[config.mk]
export PLATFORM = sky130hd
export DESIGN_NAME = windowed_majority_voter
export DESIGN_NICKNAME = d
export VERILOG_FILES = /design/src/rtl/majority_pkg.sv /design/src/rtl/majority_window_ch.sv /design/src/rtl/windowed_majority_voter.sv
export SDC_FILE = /design/constraint.sdc
export NUM_CORES = 1
export LEC_CHECK = 0
export ABC_AREA = 1
export CAP_MARGIN = 20
export CORE_MARGIN = 2
export CORE_UTILIZATION = 35
export DETAILED_ROUTE_END_ITERATION = 6
export PLACE_DENSITY = 0.63
export SYNTH_ARGS = -nofsm -noshare
export SYNTH_HDL_FRONTEND = slang
export SYNTH_HIERARCHICAL = 1
export SYNTH_SLANG_ARGS = --single-unit
[constraint.sdc]
create_clock -name clk_i -period 5.5 [get_ports clk_i]
set_clock_uncertainty 0.15 [all_clocks]
set_input_delay 1.375 -clock clk_i [delete_from_list [all_inputs] [get_ports clk_i]]
set_output_delay 1.375 -clock clk_i [all_outputs]
set_load 0.02 [all_outputs]
[src/rtl/majority_pkg.sv]
// Shared helpers and reset/flush constants for the windowed majority voter.
package majority_pkg;

    function automatic int unsigned cnt_width(input int unsigned depth);
        return $clog2(depth + 1);
    endfunction

    // Ones-counter over a 32-bit vector; narrower vectors are zero-extended by the caller.
    function automatic int unsigned popcount(input logic [31:0] bits);
        int unsigned n;
        n = 0;
        for (int i = 0; i < 32; i++) begin
            n += {31'd0, bits[i]};
        end
        return n;
    endfunction

    localparam logic RstInReady  = 1'b1;
    localparam logic ClrInReady  = 1'b0;
    localparam logic RstVote     = 1'b0;
    localparam logic RstVoteAll  = 1'b0;
    localparam logic RstOutValid = 1'b0;
    localparam logic RstWinFull  = 1'b0;

endpackage

[src/rtl/majority_window_ch.sv]
// One channel: WIN-deep sample history, running ones count and hysteretic vote flop.
module majority_window_ch
    import majority_pkg::*;
#(
    parameter  int unsigned WIN   = 8,
    localparam int unsigned CNT_W = cnt_width(WIN)
) (
    input  logic             clk_i,
    input  logic             rst_ni,
    input  logic             clear_i,
    input  logic             accept_i,
    input  logic             data_i,
    input  logic [CNT_W-1:0] th_hi_i,
    input  logic [CNT_W-1:0] th_lo_i,
    output logic [CNT_W-1:0] count_o,
    output logic             vote_o,
    output logic             vote_next_o
);

    logic [WIN-1:0]   hist_q, hist_d;
    logic [CNT_W-1:0] count_q, count_d, count_step;
    logic             vote_q, vote_d, vote_step, oldest;

    always_comb begin
        // History starts zeroed, so the oldest bit reads 0 until the window has filled.
        oldest     = hist_q[WIN-1];
        count_step = count_q + {{(CNT_W-1){1'b0}}, data_i} - {{(CNT_W-1){1'b0}}, oldest};
        vote_step  = vote_q ? !(count_step <= th_lo_i) : (count_step >= th_hi_i);

        hist_d  = hist_q;
        count_d = count_q;
        vote_d  = vote_q;
        if (clear_i) begin
            hist_d  = '0;
            count_d = '0;
            vote_d  = RstVote;
        end else if (accept_i) begin
            hist_d  = {hist_q[WIN-2:0], data_i};
            count_d = count_step;
            vote_d  = vote_step;
        end
    end

    always_ff @(posedge clk_i or negedge rst_ni) begin
        if (!rst_ni) begin
            hist_q  <= '0;
            count_q <= '0;
            vote_q  <= RstVote;
        end else begin
            hist_q  <= hist_d;
            count_q <= count_d;
            vote_q  <= vote_d;
        end
    end

    assign count_o     = count_q;
    assign vote_o      = vote_q;
    assign vote_next_o = vote_d;

endmodule

[src/rtl/windowed_majority_voter.sv]
// Multi-channel sliding-window majority voter with hysteresis, spatial vote and valid/ready.
module windowed_majority_voter
    import majority_pkg::*;
#(
    parameter  int unsigned CH         = 5,
    parameter  int unsigned WIN        = 8,
    parameter  int unsigned SPATIAL_TH = (CH / 2) + 1,
    localparam int unsigned CNT_W      = cnt_width(WIN)
) (
    input  logic                clk_i,
    input  logic                rst_ni,
    input  logic                clear_i,
    input  logic [CNT_W-1:0]    th_hi_i,
    input  logic [CNT_W-1:0]    th_lo_i,
    input  logic                in_valid_i,
    output logic                in_ready_o,
    input  logic [CH-1:0]       in_data_i,
    output logic                out_valid_o,
    input  logic                out_ready_i,
    output logic [CH-1:0]       vote_o,
    output logic                vote_all_o,
    output logic [CH*CNT_W-1:0] counts_o,
    output logic                win_full_o
);

    logic                      accept;
    logic [CH-1:0]             vote_next;
    logic [CH-1:0][CNT_W-1:0]  count_w;
    logic [CNT_W-1:0]          fill_q, fill_d;
    logic                      win_full_q, win_full_d;
    logic                      out_valid_q, out_valid_d;
    logic                      vote_all_q, vote_all_d;

    always_comb begin
        in_ready_o = clear_i ? ClrInReady : (!out_valid_q || out_ready_i);
        accept     = in_valid_i && in_ready_o;
    end

    for (genvar k = 0; k < CH; k++) begin : g_ch
        majority_window_ch #(
            .WIN(WIN)
        ) u_ch (
            .clk_i      (clk_i),
            .rst_ni     (rst_ni),
            .clear_i    (clear_i),
            .accept_i   (accept),
            .data_i     (in_data_i[k]),
            .th_hi_i    (th_hi_i),
            .th_lo_i    (th_lo_i),
            .count_o    (count_w[k]),
            .vote_o     (vote_o[k]),
            .vote_next_o(vote_next[k])
        );
    end

    always_comb begin
        fill_d      = fill_q;
        out_valid_d = out_valid_q;
        // vote_next already holds when idle and is zero under clear.
        vote_all_d  = popcount(32'(vote_next)) >= SPATIAL_TH;
        if (clear_i) begin
            fill_d      = '0;
            out_valid_d = RstOutValid;
        end else if (accept) begin
            if (fill_q != CNT_W'(WIN)) fill_d = fill_q + 1'b1;
            out_valid_d = 1'b1;
        end else if (out_ready_i) begin
            out_valid_d = 1'b0;
        end
        win_full_d = (fill_d == CNT_W'(WIN));
    end

    always_ff @(posedge clk_i or negedge rst_ni) begin
        if (!rst_ni) begin
            fill_q      <= '0;
            win_full_q  <= RstWinFull;
            out_valid_q <= RstOutValid;
            vote_all_q  <= RstVoteAll;
        end else begin
            fill_q      <= fill_d;
            win_full_q  <= win_full_d;
            out_valid_q <= out_valid_d;
            vote_all_q  <= vote_all_d;
        end
    end

    assign counts_o    = count_w;
    assign out_valid_o = out_valid_q;
    assign vote_all_o  = vote_all_q;
    assign win_full_o  = win_full_q;

endmodule

[Word-level counts from Yosys, hierarchy flattened]
Index checks and enable logic that the tools add are counted.
Storage, ports and cells
  flip-flop bits (word level): 72
  logic and storage cells: 99
  bits of input ports: 18
Operators by class
  equal/unequal tests: 2
  add/subtract/negate cells: 15
  magnitude comparators: 11
  multiplexer cells: 42
  reductions and logical operators: 10
Operator list (count)
  8-bit two-way mux: 10
  4-bit two-way mux: 13
  4-bit by 1-bit adder with 4-bit output: 5
  4-bit >= comparator: 5
  4-bit less-or-equal comparator: 5
  4-bit by 1-bit subtractor with 4-bit output: 5
  1-bit two-way mux: 19
  1-bit zero test: 6
  4-bit by 1-bit adder with 5-bit output: 1
  5-bit by 2-bit >= comparator with 1-bit output, second input constant: 1
  3-bit by 1-bit adder with 4-bit output: 1
  4-bit by 1-bit adder with 4-bit output, second input constant: 1
  4-bit equality test, second input constant: 1
  4-bit != test, second input constant: 1
  2-bit by 1-bit adder with 3-bit output: 1
  3-bit nonzero test: 1
  1-bit by 1-bit adder with 2-bit output: 1
  2-bit nonzero test: 1
  1-bit logical AND: 1
  1-bit logical OR: 1

[Depth between registers and ports, before layout]
  depth after elaboration: 12
  mapped depth: 25
  mapped depth without buffers: 25

[Cells and area by module]
The synthesis kept the hierarchy.
Modules (own cells, without submodules)
  majority_window_ch: area each 844.6 sq um, cells an instance 103, sequential area each 325.3 sq um, instances 5
  windowed_majority_voter: area each 515.5 sq um, cells an instance 67, sequential area each 175.2 sq um, instances 1

[Worst setup path before layout]
No wires, ideal clock.
  path kind: input to register
  start point: input in_data_i[0]
  end point: register vote_all_q (netlist: vote_all_o)
  path buffers: 0
  slack: 0.807 ns
  arrival time: 4.416 ns
  data required time: 5.223 ns
  stages: 21
  library setup time: 0.127 ns
  cells stage by stage: ha_1 -> fa_1 -> xnor2_1 -> inv_1 -> ha_1 -> nand2_1 -> inv_1 -> nand2_1 -> nand2_1 -> nand2_1 -> nand2_1 -> nand2_1 -> nor2_1 -> inv_1 -> fa_1 -> fa_1 -> inv_1 -> ha_1 -> inv_1 -> nor3_1 -> or2_2
Between the ends
  longest elaborated chain between the ends: 12
  elaborated cells on any way between the ends: 13
  those cells by class: add/sub (6); order compare (3); mux (3); reduce/logical (1)
Ends and longest elaborated chain
  start: declaration: RTL line windowed_majority_voter.sv:17  | input logic [CH-1:0] in_data_i,
  4-bit by 1-bit adder with 4-bit output *: RTL line majority_window_ch.sv:27  | count_step = count_q + {{(CNT_W-1){1'b0}}, data_i} - {{(CNT_W-1){1'b0}}, oldest};
  4-bit by 1-bit subtractor with 4-bit output *: RTL line majority_window_ch.sv:27
  4-bit less-or-equal comparator: RTL line majority_window_ch.sv:28  | vote_step = vote_q ? !(count_step <= th_lo_i) : (count_step >= th_hi_i);
  1-bit zero test: RTL line majority_window_ch.sv:28
  1-bit two-way mux *: RTL line majority_window_ch.sv:28
  1-bit two-way mux *: RTL line majority_window_ch.sv:37  | end else if (accept_i) begin
  1-bit two-way mux *: RTL line majority_window_ch.sv:33  | if (clear_i) begin
  via vote_next[0]: RTL line windowed_majority_voter.sv:27  | logic [CH-1:0] vote_next;
  1-bit by 1-bit adder with 2-bit output *: RTL line majority_pkg.sv:13  | n += {31'd0, bits[i]};
  2-bit by 1-bit adder with 3-bit output *: RTL line majority_pkg.sv:13
  3-bit by 1-bit adder with 4-bit output *: RTL line majority_pkg.sv:13
  4-bit by 1-bit adder with 5-bit output *: RTL line majority_pkg.sv:13
  5-bit by 2-bit >= comparator with 1-bit output *: RTL line windowed_majority_voter.sv:60  | vote_all_d = popcount(32'(vote_next)) >= SPATIAL_TH;
  via vote_all_d: RTL line windowed_majority_voter.sv:32  | logic vote_all_q, vote_all_d;
  end signal: assignment: RTL line windowed_majority_voter.sv:78  | vote_all_q <= RstVoteAll;
  end signal: assignment: RTL line windowed_majority_voter.sv:83  | vote_all_q <= vote_all_d;
  end: declaration: RTL line windowed_majority_voter.sv:32
The timed path passes the listed nets; every way through them passes the cells marked *.
A chain may end at the register's enable or synchronous reset.

[Worst setup path after layout]
  start point: input in_data_i[3]
  end point: register vote_all_q (netlist: vote_all_o)
Between the ends
  longest elaborated chain between the ends: 10
  elaborated cells on any way between the ends: 11
  those cells by class: add/sub (4); order compare (3); mux (3); reduce/logical (1)
Ends and longest elaborated chain (RTL line)
  4-bit by 1-bit adder with 4-bit output *: majority_window_ch.sv:27
  4-bit by 1-bit subtractor with 4-bit output *: majority_window_ch.sv:27
  4-bit less-or-equal comparator: majority_window_ch.sv:28
  1-bit zero test: majority_window_ch.sv:28
  1-bit two-way mux *: majority_window_ch.sv:28
  1-bit two-way mux *: majority_window_ch.sv:37
  1-bit two-way mux *: majority_window_ch.sv:33
  via vote_next[3]: windowed_majority_voter.sv:27
  3-bit by 1-bit adder with 4-bit output *: majority_pkg.sv:13
  4-bit by 1-bit adder with 5-bit output *: majority_pkg.sv:13
  5-bit by 2-bit >= comparator with 1-bit output *: windowed_majority_voter.sv:60
  via vote_all_d: windowed_majority_voter.sv:32
Marked as above.

==> results.yml <==
floorplan:
  rows: 42
  die_w_um: 120
  die_area_um2: 14500
  die_h_um: 120
  core_area_um2: 13200
  io_pins: 47
  initial_core_util_pct: 35.8
cells_and_area:
  num-fill-cells: 1320
  seqCellArea_um2: 1800
  final_cell_mix: "156 x inv_1, 114 x nand2_1, 72 x dfrtp_1, 64 x ha_1, 45 x clkdlybuf4s50_1"
  layout-drive-gt1-share_pct: 7.89
  antenna_cells: 0
  final_area_um2: 5770
  layout_commonest_cell: "inv_1"
  fin_nets: 730
  area_delta_synth_final_pct: 21.7
  multiInputGateArea_um2: 2300
sta:
  tightest_slew_ns: 0.811
  fin_crit_ns: 5.08
  slew_headroom_pct: 45.9
  maxSlewViolCount: 0
  min_period_over_period_pct: 92.3
  setup_viol: 0
  hold_violations: 0
  finalSetupTns_ns: 0
  max_freq_mhz: 197
  rsz0062_at_grt: "false"
synth:
  syn_nets: 671
  synth.avg_cell_area_um2: 8.14
  synth-seq-area-share_pct: 38.0
  ys_seq_elements: 72
  postSynthCellCount: 582
  yosysUniqueCellTypes: 25
  yosys_warnings: 6
  netlist_area_um2: 4740
routing:
  drt_first_pass_iters: 4
  via_per_inst: 4.71
  drcViolationCount: 0
  routedWlPerCell_um: 12.7
  first_iter_violations: 246
  drt-total-wl_um: 10400
  num_vias: 3871
  ant_nets: 0
place:
  placed_area_um2: 5430
  detailed_place_hpwl_um: 7770
  port_buffers: 46
  place.gp.congestion: 0.831
setup_path:
  path_class: "input pin to register"
  end_kind: "register"
  r2r_end: "vote_all_o"
  cp_cell_sequence: "clkdlybuf4s50_1, ha_1, fa_1, xnor2_1, inv_1, ha_1, nand2_1, inv_1, nand2_1, nand2_1, nand2_1, nand2_1, nand2_1, nor2_1, inv_1, fa_1, fa_1, inv_1, ha_1, inv_1, nor3_1, or2_2"
  crit_required_ns: 5.57
  r2r_start: "g_ch[3].u_ch/count_o[0]"
  crit_path_end: "vote_all_o"
  slowest_stage: "fa_1"
  cpMostUsedCell: "nand2_1"
  critPathLaunch: "in_data_i[3]"
  worstPathArrival_ns: 5.15
  cpPeakStageDelay_ns: 0.46
  r2r.worst_path.cells: 24
  regToRegSetupSlack_ns: 1.22
  start_kind: "input pin"
  crit_fanout: 2
cts:
  clock_latency_ns: 0.34
  postCtsSetupBuffers: 0
  path_clk_slew_ns: 0.06
  cts_resized: 0
  cts_num_sinks: 72
  tritoncts: "yes"
  cts_hold_buffers: 0
  root_buffer: "clkbuf_16"
  cts-buffers-inserted: 9
  h-tree-depth: 3
  cts_buffer_depth: 2
grt:
  antenna_found_initial: 0
  track_usage_pct: 16.0
  grt_max_degree: 38
  grt_pass1_wl_um: 18300
  gr-total-overflow: 0
  grt_pass1_vias: 3991
status:
  status: "finished clean"
run:
  cap_viol_max_count: 0
pwr:
  p_leak_uw: 0.00304
  peakVddDrop_v: 0.000145
  power_density_nw_per_um2: 404
hold_path:
  min-delay-path-class: "register to register"
==> worst min-delay path by stage <==
| stage | start | end | cells after the start |
|---|---|---|---|
| 2_1_floorplan | g_ch[0].u_ch/hist_q[7] | g_ch[0].u_ch/hist_q[7] | 2 |
| 3_3_place_gp | g_ch[4].u_ch/hist_q[7] | g_ch[4].u_ch/hist_q[7] | 2 |
| 3_5_place_dp | g_ch[4].u_ch/hist_q[7] | g_ch[4].u_ch/hist_q[7] | 2 |
| 4_1_cts | g_ch[1].u_ch/hist_q[7] | g_ch[1].u_ch/hist_q[7] | 2 |
| 5_1_grt | g_ch[1].u_ch/hist_q[7] | g_ch[1].u_ch/hist_q[7] | 2 |
| 6_report | g_ch[4].u_ch/hist_q[7] | g_ch[4].u_ch/hist_q[7] | 2 |
==> cells in the mapped netlist (all sizes together) <==
library cell,n,share of area [%]
inv,169,13
nand2,115,9.2
dfrtp,72,38
ha,64,17
o22ai,40,5.3
nand3,27,3.2
a21oi,23,2.8
nor2,19,2.0
o21ai,15,1.6
xnor2,10,1.8
fa,7,3.0
nand4,7,0.92
or2,7,0.92
and2,5,0.66
nor3,1,0.11
o21bai,1,0.16
==> cell families (layout without fill, tap and decap cells) <==
kind of cell    Yosys count  count (layout)  synth area share (%)
fa+ha+maj                71              71                  19.9
xor+xnor                 10              10                  1.85
flops                    72              72                  38.0
compound gates           79              79                  9.85
simple gates            181             181                  17.0
buf+inv                 169             233                  13.4
==> per-layer routing <==
metal  up-vias  global-route usage, %  share of wire [%]  wire length (µm)
li1       1942                      -                  -                 -
met5         -                      0                  0                 0
met4         0                   6.61                1.6               165
met1      1855                   20.1                 46              4840
met3        11                   3.63                4.1               433
met2        63                   26.5                 48              5010
==> state kept, by name, indices dropped and copies added (netlist names) <==
name,flops
g_ch.u_ch/vote_o,5
out_valid_o,1
win_full_o,1
g_ch.u_ch/count_o,20
vote_all_o,1
fill_q,4
g_ch.u_ch/hist_q,40
==> through the flow <==
step / power [µW] / util [%] / cells / setup WS, ns / hold WS, ns
after floorplan: 1380 / - / 582 / 0.807 / 0.313
after global placement: 1640 / 41.0 / 806 / 0.206 / 0.335
after detailed placement: 1690 / 41.0 / 806 / 0.0957 / 0.339
after CTS: 2350 / 43.5 / 822 / 0.472 / 0.352
after global routing: 2520 / 43.5 / 822 / 0.158 / 0.367
final: 2330 / 43.5 / 822 / 0.424 / 0.347
==> power breakdown <==
| group | leakage, µW | switching, µW | internal (µW) |
|---|---|---|---|
| combinational | 0.00189 | 589 | 445 |
| clock | 0.000168 | 225 | 426 |
| sequential | 0.000979 | 52.8 | 593 |
| total | 0.00304 | 867 | 1460 |
==> critical path: cells and delay by family <==
kind | cells | cell delay (ns)
AND/OR/NAND/NOR | 9 | 0.77
adder cells (fa/ha/maj) | 6 | 1.95
buffers and inverters | 6 | 0.84
XOR/XNOR | 1 | 0.23
==> final cells by class <==
| cell class | count | share of cell area [%] |
|---|---|---|
| flip-flops and latches | 72 | 31.2 |
| clock buffers | 15 | 5.34 |
| multi-input cells | 341 | 39.9 |
| clock inverters | 1 | 0.521 |
| well taps | 176 | 3.82 |
| repair buffers | 48 | 8.16 |
| inverters | 169 | 11.0 |
No activity file was read; power rests on OpenSTA's default activity.
